[config.mk]
export PLATFORM = sky130hd
export DESIGN_NAME = qsys_sysid_ext
export DESIGN_NICKNAME = d
export VERILOG_FILES = /design/src/rtl/qsys_sysid_ext.sv
export SDC_FILE = /design/constraint.sdc
export NUM_CORES = 1
export LEC_CHECK = 0
export CORE_MARGIN = 5
export CORE_UTILIZATION = 40
export DETAILED_ROUTE_END_ITERATION = 12
export SLEW_MARGIN = 5
export SYNTH_ARGS = -nofsm -noshare
export SYNTH_HDL_FRONTEND = slang
export SYNTH_SLANG_ARGS = --single-unit
[constraint.sdc]
create_clock -name clock -period 5.81 [get_ports clock]
set_clock_uncertainty 0.05 [all_clocks]
set_input_delay 0.581 -clock clock [delete_from_list [all_inputs] [get_ports clock]]
set_output_delay 0.581 -clock clock [all_outputs]
set_load 0.01 [all_outputs]
[src/rtl/qsys_sysid_ext.sv]
// System-ID Avalon-MM slave: constant ID/timestamp/capability words, byte-writable scratch
// registers and an optional 64-bit uptime counter (enabled by defining SYSID_UPTIME_EN).
module qsys_sysid_ext #(
  parameter logic [31:0] ID_VALUE     = 32'h0000_0000,
  parameter logic [31:0] TIMESTAMP    = 32'h0000_0000,
  parameter int          NUM_SCRATCH  = 4,
  parameter logic [31:0] SCRATCH_INIT = 32'h0000_0000,
  parameter int          ADDR_W       = 5
) (
  input  logic              clock,
  input  logic              reset,
  input  logic [ADDR_W-1:0] address,
  input  logic              read,
  input  logic              write,
  input  logic [31:0]       writedata,
  input  logic [3:0]        byteenable,
  output logic [31:0]       readdata,
  output logic              readdatavalid
);

  localparam logic [31:0] A_ID      = 32'd0;
  localparam logic [31:0] A_TS      = 32'd1;
  localparam logic [31:0] A_CAPS    = 32'd2;
  localparam logic [31:0] A_CTRL    = 32'd3;
  localparam logic [31:0] A_UP_LO   = 32'd4;
  localparam logic [31:0] A_UP_HI   = 32'd5;
  localparam int          A_SCRATCH = 6;

  logic [31:0] addr_ext;
  logic [31:0] rdata_d;
  logic [31:0] readdata_q;
  logic        readdatavalid_q;
  logic [31:0] scratch_q [NUM_SCRATCH];
  logic [31:0] scratch_d [NUM_SCRATCH];
  logic        cap_uptime;
  logic [31:0] up_lo;
  logic [31:0] up_hi;

  // Zero-extend so decode compares every address bit against the full map.
  assign addr_ext = 32'(address);

`ifdef SYSID_UPTIME_EN
  logic [63:0] uptime_q, uptime_d;
  logic [31:0] hi_shadow_q, hi_shadow_d;
  logic        clear_req;

  // NOTE: every signal assigned in always_comb gets a default first, so no latch is inferred.
  always_comb begin
    clear_req   = write && (addr_ext == A_CTRL) && byteenable[0] && writedata[0];
    uptime_d    = clear_req ? 64'd0 : uptime_q + 64'd1;
    hi_shadow_d = hi_shadow_q;
    // Snapshot the pre-edge high word so a later UP_HI read cannot tear.
    if (read && (addr_ext == A_UP_LO)) hi_shadow_d = uptime_q[63:32];
  end

  // NOTE: sequential state uses non-blocking assignments so all registers update together.
  always_ff @(posedge clock or posedge reset) begin
    if (reset) begin
      uptime_q    <= 64'd0;
      hi_shadow_q <= 32'd0;
    end else begin
      uptime_q    <= uptime_d;
      hi_shadow_q <= hi_shadow_d;
    end
  end

  assign cap_uptime = 1'b1;
  assign up_lo      = uptime_q[31:0];
  assign up_hi      = hi_shadow_q;
`else
  assign cap_uptime = 1'b0;
  assign up_lo      = 32'd0;
  assign up_hi      = 32'd0;
`endif

  always_comb begin
    scratch_d = scratch_q;
    if (write) begin
      for (int i = 0; i < NUM_SCRATCH; i++) begin
        if (addr_ext == 32'(A_SCRATCH + i)) begin
          for (int b = 0; b < 4; b++) begin
            if (byteenable[b]) scratch_d[i][8*b +: 8] = writedata[8*b +: 8];
          end
        end
      end
    end
  end

  always_comb begin
    rdata_d = 32'd0;
    case (addr_ext)
      A_ID:    rdata_d = ID_VALUE;
      A_TS:    rdata_d = TIMESTAMP;
      A_CAPS:  rdata_d = {23'd0, cap_uptime, 3'd0, 5'(NUM_SCRATCH)};
      A_UP_LO: rdata_d = up_lo;
      A_UP_HI: rdata_d = up_hi;
      default: begin
        for (int i = 0; i < NUM_SCRATCH; i++) begin
          if (addr_ext == 32'(A_SCRATCH + i)) rdata_d = scratch_q[i];
        end
      end
    endcase
  end

  // NOTE: the scratch array is a small flop bank with a defined init value, so it is reset
  // element by element (a RAM-style array would be left unreset instead).
  always_ff @(posedge clock or posedge reset) begin
    if (reset) begin
      for (int i = 0; i < NUM_SCRATCH; i++) scratch_q[i] <= SCRATCH_INIT;
    end else begin
      scratch_q <= scratch_d;
    end
  end

  // Read data is captured from pre-write state, giving read-before-write on collisions.
  always_ff @(posedge clock or posedge reset) begin
    if (reset) begin
      readdata_q      <= 32'd0;
      readdatavalid_q <= 1'b0;
    end else begin
      readdatavalid_q <= read;
      if (read) readdata_q <= rdata_d;
    end
  end

  assign readdata      = readdata_q;
  assign readdatavalid = readdatavalid_q;

endmodule
==> results.yml, run 1 <==
final_layout:
  design.final.nets: 633
  num_antenna_cells: 0
  final_design_area_no_fill_sq_mm: 0.00857
  drive_above_1_share_pct: 29.8
  fillCellCount: 1461
  layout-area-overhead-vs-synth_pct: 22.7
  postLayoutCoreUtil_pct: 49.7
grt:
  global_route.usage.met1_pct: 22.3
  number_of_global_route_vias_before_repair: 4770
  globalRouteTotalUtil_pct: 16.8
  grt_start_max_net_pins: 113
  routing_usage_on_met2_pct: 27.6
  initial_antenna_violation_count: 0
  global_route_wire_length_before_repair_um: 26500
  grt_overflow: 0
  global_route.peak_usage_layer: "met2"
  gr-usage-met3_pct: 3.43
drt:
  routed_length_per_instance_um: 20.1
  drt-vias-per-instance: 5.53
  ant_nets: 0
  route.vias.total: 4566
  drtPass1Iterations: 4
  drt-initial-drc-count: 178
  detail_route.drc_violations: 0
  drt-total-wl_um: 16600
critical_path:
  crit_type: "input port to flip-flop"
  end_kind: "flip-flop"
  worstPathRequired_ps: 6070
  worst-path-max-fanout: 37
  critPathLaunchType: "input port"
  worst-r2r-cell-count: 4
  critPathArrivalTime_ps: 3600
min_path:
  min_delay_path_depth: 1
  worstHoldPathType: "flip-flop to flip-flop"
floorplan:
  die_h_um: 142
  area_of_the_die_sq_mm: 0.0202
  die_x_um: 142
  floorplan.initialDensity_pct: 40.5
  floorplan.core_area_sq_mm: 0.0172
  ios: 78
  std_cell_rows: 48
clocking:
  cts.sinks: 161
  post_cts_hold_buffer_count: 0
  clock_tree.htree_level_count: 4
  tritoncts.num_buffers: 17
  clkTransAtPathRegs_ps: 60
  master_cell_of_the_clock_root_buffer: "sky130_fd_sc_hd__clkbuf_16"
  postCtsResizedCells: 0
  post_cts_buffers: 0
  tritoncts: "done"
  clockBufferDepth: 2
  clkLatencyLatePin_ps: 420
sta:
  max_freq_mhz: 299
  drv_slew: 0
  setup-tns-final_ps: 0
  fin_crit_sh_pct: 57.6
  headroom_to_the_max_slew_limit_pct: 19.6
  setup_violations: 0
  grt_setup_unrepaired: "no"
  finalCriticalPeriod_ps: 3350
  finalHoldViolations: 0
  worst-slew-pin-transition_ps: 1200
logic_synthesis:
  synth_common_cells: "161 x sky130_fd_sc_hd__dfrtp_1, 127 x sky130_fd_sc_hd__mux2_2, 36 x sky130_fd_sc_hd__o21ai_0"
  synth_top_family_by_area: "multiplexers"
  number_of_enable_type_register_cells_in_the_synthesized_netlist: 0
  yosysMostFrequentCell: "sky130_fd_sc_hd__dfrtp_1"
  postSynth.asyncResetShare_pct: 100
  yosysSeqAreaShare_pct: 57.7
  synth_fa_ha_area_share_pct: 0
  ys_seq_elements: 161
  synth.top_cell.area_share_pct: 57.7
  synthesis.instances: 519
  yosys_warnings: 0
  synth_compound_gate_area_share_pct: 13.2
  synthSimpleGateAreaFrac_pct: 6.05
  synth_xor_xnor_area_share_pct: 0
  synthFlopType: "sky130_fd_sc_hd__dfrtp_1"
  synthTopCellsByArea: "sky130_fd_sc_hd__dfrtp_1 58%, sky130_fd_sc_hd__mux2_2 20%, sky130_fd_sc_hd__o2bb2ai_1 3.8%"
  yosysUniqueCellTypes: 32
  post_synth_mux_area_share_pct: 20.9
  synth.largest_area_cell: "sky130_fd_sc_hd__dfrtp_1"
  syn_avg_cell_area_sq_um: 13.5
  synth.cell_area_sq_mm: 0.00699
  synth_fp_nets: 564
run_status:
  run_status: "complete, no violations"
power:
  power-per-cell-area_mw_per_mm2: 316
  vdd_ir_drop_max_v: 0.000221
  leakage_power_nw: 3.90
  fin_total_pwr_mw: 2.71
placement:
  hpwlAfterDp_um: 10400
  place.port_buffers: 77
  gp_congestion: 0.740
  dpl-instance-area_sq_mm: 0.00797
run:
  drv.max_cap_violation_count: 0
-- final timing paths --
check                              start        endpoint  slack, ps
max reg2reg                scratch_q[77]    readdata[13]       4610
max in group asynchronous          reset   scratch_q[47]       3770
min in group asynchronous          reset    readdata[17]        710
max                           address[2]  scratch_q[124]       2460
min reg2reg                 readdata[26]    readdata[26]        440
min                         readdata[26]    readdata[26]        440
-- cell type report --
type,instances,area (sq um),share of cell area (%)
sequential,161,4030,47.0
multi-input combinational,322,2830,33.0
tap,225,282,3.28
timing repair buffer,84,818,9.54
inverter,2,12.5,0.146
clock inverter,10,133,1.55
clock buffer,22,474,5.53
-- report_power, final --
group	internal, mW	switching (mW)
clock	0.707	0.436
sequential	1.25	0.0591
combinational	0.142	0.116
-- metal layers --
| layer | share of wire [%] | wire [um] | vias up |
|---|---|---|---|
| li1 | - | - | 2088 |
| met1 | 45 | 7510 | 2390 |
| met2 | 50 | 8270 | 73 |
| met3 | 3.4 | 561 | 15 |
| met4 | 1.4 | 228 | 0 |
| met5 | 0 | 0 | - |
-- critical path, stage by stage --
cell                              delay, ps
sky130_fd_sc_hd__clkdlybuf4s50_1        610
sky130_fd_sc_hd__and4bb_1               230
sky130_fd_sc_hd__buf_4                  370
sky130_fd_sc_hd__nor2b_2                540
sky130_fd_sc_hd__buf_4                  410
sky130_fd_sc_hd__and3_1                 450
sky130_fd_sc_hd__mux2_2                 390
-- flip-flops by register name, indices dropped and copies added (netlist names) --
register,flops
readdatavalid,1
readdata,32
scratch_q,128
-- kinds of logic (layout without fill, tap and decap cells) --
family / after synthesis / after routing
and+or+nand+nor: 62 / 62
AOI/OAI and AO/OA: 130 / 130
muxes: 130 / 130
buffers and inverters: 36 / 118
DFF: 161 / 161
-- cells in the final DEF (no fill, tap or decap), types with 2 or more instances in the layout --
| cell | count |
|---|---|
| sky130_fd_sc_hd__a22o_1 | 2 |
| sky130_fd_sc_hd__clkbuf_8 | 3 |
| sky130_fd_sc_hd__a211oi_1 | 30 |
| sky130_fd_sc_hd__o2bb2ai_1 | 30 |
| sky130_fd_sc_hd__o21ai_0 | 36 |
| sky130_fd_sc_hd__nor2b_1 | 2 |
| sky130_fd_sc_hd__clkbuf_16 | 17 |
| sky130_fd_sc_hd__buf_4 | 7 |
| sky130_fd_sc_hd__clkbuf_1 | 2 |
| sky130_fd_sc_hd__mux2_2 | 127 |
| sky130_fd_sc_hd__and3_1 | 33 |
| sky130_fd_sc_hd__nand3_2 | 4 |
| sky130_fd_sc_hd__clkinvlp_4 | 3 |
| sky130_fd_sc_hd__nor2_1 | 3 |
| sky130_fd_sc_hd__bufinv_16 | 3 |
| sky130_fd_sc_hd__nand2_2 | 3 |
| sky130_fd_sc_hd__nand2_1 | 4 |
| sky130_fd_sc_hd__mux2_1 | 2 |
| sky130_fd_sc_hd__nand4_1 | 3 |
| sky130_fd_sc_hd__o21a_1 | 30 |
| sky130_fd_sc_hd__dfrtp_1 | 161 |
| sky130_fd_sc_hd__clkinv_2 | 4 |
| sky130_fd_sc_hd__clkdlybuf4s50_1 | 76 |
-- through the flow --
step | setup slack, ps | instances | hold WS (ps)
global route | 2370 | 826 | 456
floorplan | 831 | 519 | 409
finish | 2460 | 826 | 438
CTS | 2490 | 826 | 440
detailed placement | 2040 | 794 | 423
global placement | 2110 | 794 | 419
Note: power is estimated with default switching activity, not from simulation.
==> run 2: changes to the inputs <==
- clock period: 5.81 -> 2.9 ns (I/O delays scaled with it)
==> run 2 against run 1 <==
Compared with the run above:
- non-clock buffer count grew 14
- die area is the same
- via count is the same
- clock power grew 100%
- register-to-register slack lost 2900 ps
- sequential share of layout area shrank 0.73 points
- critical path type unchanged
==> results.yml, run 2 (same netlist as run 1, synthesis figures left out) <==
drt:
  drt-initial-drc-count: 242
  drtPass1Iterations: 4
  ant_nets: 0
  drt-vias-per-instance: 5.44
  routed_length_per_instance_um: 19.9
  route.vias.total: 4566
  detail_route.drc_violations: 0
  drt-total-wl_um: 16700
grt:
  grt_start_max_net_pins: 62
  global_route_wire_length_before_repair_um: 26800
  initial_antenna_violation_count: 0
  globalRouteTotalUtil_pct: 17.1
  grt_overflow: 0
  number_of_global_route_vias_before_repair: 4948
final_layout:
  final_design_area_no_fill_sq_mm: 0.00871
  finalNonFillerCells: 840
  layout-area-overhead-vs-synth_pct: 24.7
  most_frequent_cells_in_the_layout: "161 x sky130_fd_sc_hd__dfrtp_1, 127 x sky130_fd_sc_hd__mux2_2, 76 x sky130_fd_sc_hd__clkdlybuf4s50_1"
  design.final.nets: 647
  top_register: "scratch_q"
  drive_above_1_share_pct: 31.7
  num_antenna_cells: 0
  fillCellCount: 1426
  largest_reg_flops: 128
  mostFrequentLayoutCell: "sky130_fd_sc_hd__dfrtp_1"
clocking:
  cts.sinks: 161
  clkTransAtPathRegs_ps: 70
  master_cell_of_the_clock_root_buffer: "sky130_fd_sc_hd__clkbuf_16"
  tritoncts.num_buffers: 17
  post_cts_buffers: 0
  clock_tree.htree_level_count: 4
  clkLatencyLatePin_ps: 420
  clockBufferDepth: 2
  tritoncts: "done"
  postCtsResizedCells: 0
  post_cts_hold_buffer_count: 0
floorplan:
  ios: 78
  floorplan.initialDensity_pct: 40.5
  area_of_the_die_sq_mm: 0.0202
  die_x_um: 142
  die_h_um: 142
  floorplan.core_area_sq_mm: 0.0172
  std_cell_rows: 48
power:
  vdd_ir_drop_max_v: 0.000427
  power-per-cell-area_mw_per_mm2: 624
  fin_total_pwr_mw: 5.43
  leakage_power_nw: 3.98
critical_path:
  worst-path-max-fanout: 8
  critPathLaunchType: "input port"
  worstPathRequired_ps: 3160
  critPathArrivalTime_ps: 2430
  crit_type: "input port to flip-flop"
  end_kind: "flip-flop"
sta:
  drv_slew: 0
  fin_worst_hold_slack_ps: 195
  fin_crit_sh_pct: 74.7
  headroom_to_the_max_slew_limit_pct: 65.5
  setup-tns-final_ps: 0
  grt_setup_unrepaired: "no"
  max_freq_mhz: 461
  finalCriticalPeriod_ps: 2170
  setup_violations: 0
  worst-slew-pin-transition_ps: 516
  finalHoldViolations: 0
placement:
  gp_congestion: 0.763
  hpwlAfterDp_um: 10800
  dp.cells: 808
  place.port_buffers: 77
  dpl-instance-area_sq_mm: 0.00810
run_status:
  run_status: "complete, no violations"
run:
  drv.max_cap_violation_count: 0
min_path:
  worstHoldPathType: "input port to async pin"
[run 2: changes by cell type in the layout (fill, tap and decap cells not counted), sizes merged]
cell / delta
clkinv: +3
buf: +14
clkbuf: -3
[run 2: path summary, 6_finish.rpt]
check / startpoint / end / slack [ps] / cells after the start
worst max-delay path: address[1] / scratch_q[121] / 730 / 5
worst min-delay path: reset / readdata[22] / 190 / 2
worst max register to register: scratch_q[63] / readdata[31] / 1730 / 3
worst min register to register: readdata[7] / readdata[7] / 430 / 1
max in group asynchronous: reset / scratch_q[5] / 1860 / 3
min in group clock: read / readdatavalid / 300 / 1
[run 2: cell type report]
type	count	area [sq um]	area share, %
Tap cell	225	282	3.23
Clock buffer	19	453	5.20
Sequential cell	161	4030	46.3
Clock inverter	13	160	1.84
Timing Repair Buffer	98	948	10.9
Multi-Input combinational cell	322	2830	32.4
Inverter	2	11.3	0.129
[run 2: critical path, cell delays in order]
cell                              delay [ps]
sky130_fd_sc_hd__clkdlybuf4s50_1         620
sky130_fd_sc_hd__and4bb_1                290
sky130_fd_sc_hd__nor2b_2                 370
sky130_fd_sc_hd__and3_1                  470
sky130_fd_sc_hd__mux2_2                  390
[run 2: layer usage]
layer  vias up  share of wire [%]  GRT usage [%]  wire, um
li1       2109                  -              -         -
met1      2354                 46           22.4      7620
met2        83                 50           27.9      8280
met3        20                3.2           4.10       538
met4         0                1.5           5.91       257
met5         -                  0              0         0
[run 2: through the flow]
| stage | setup slack, ps | util, % |
|---|---|---|
| finish | 733 | 50.5 |
| global route | 634 | 50.5 |
| CTS | 763 | 50.5 |
| detailed placement | 338 | 47.0 |
| global placement | 398 | 47.0 |
| floorplan | 517 | - |
[run 2: power breakdown]
group | leakage, nW | total (mW) | internal (mW) | switching [mW]
sequential | 2.16 | 2.62 | 2.50 | 0.122
clock | 0.299 | 2.29 | 1.40 | 0.892
combinational | 1.52 | 0.525 | 0.292 | 0.233
total | 3.98 | 5.43 | 4.19 | 1.25
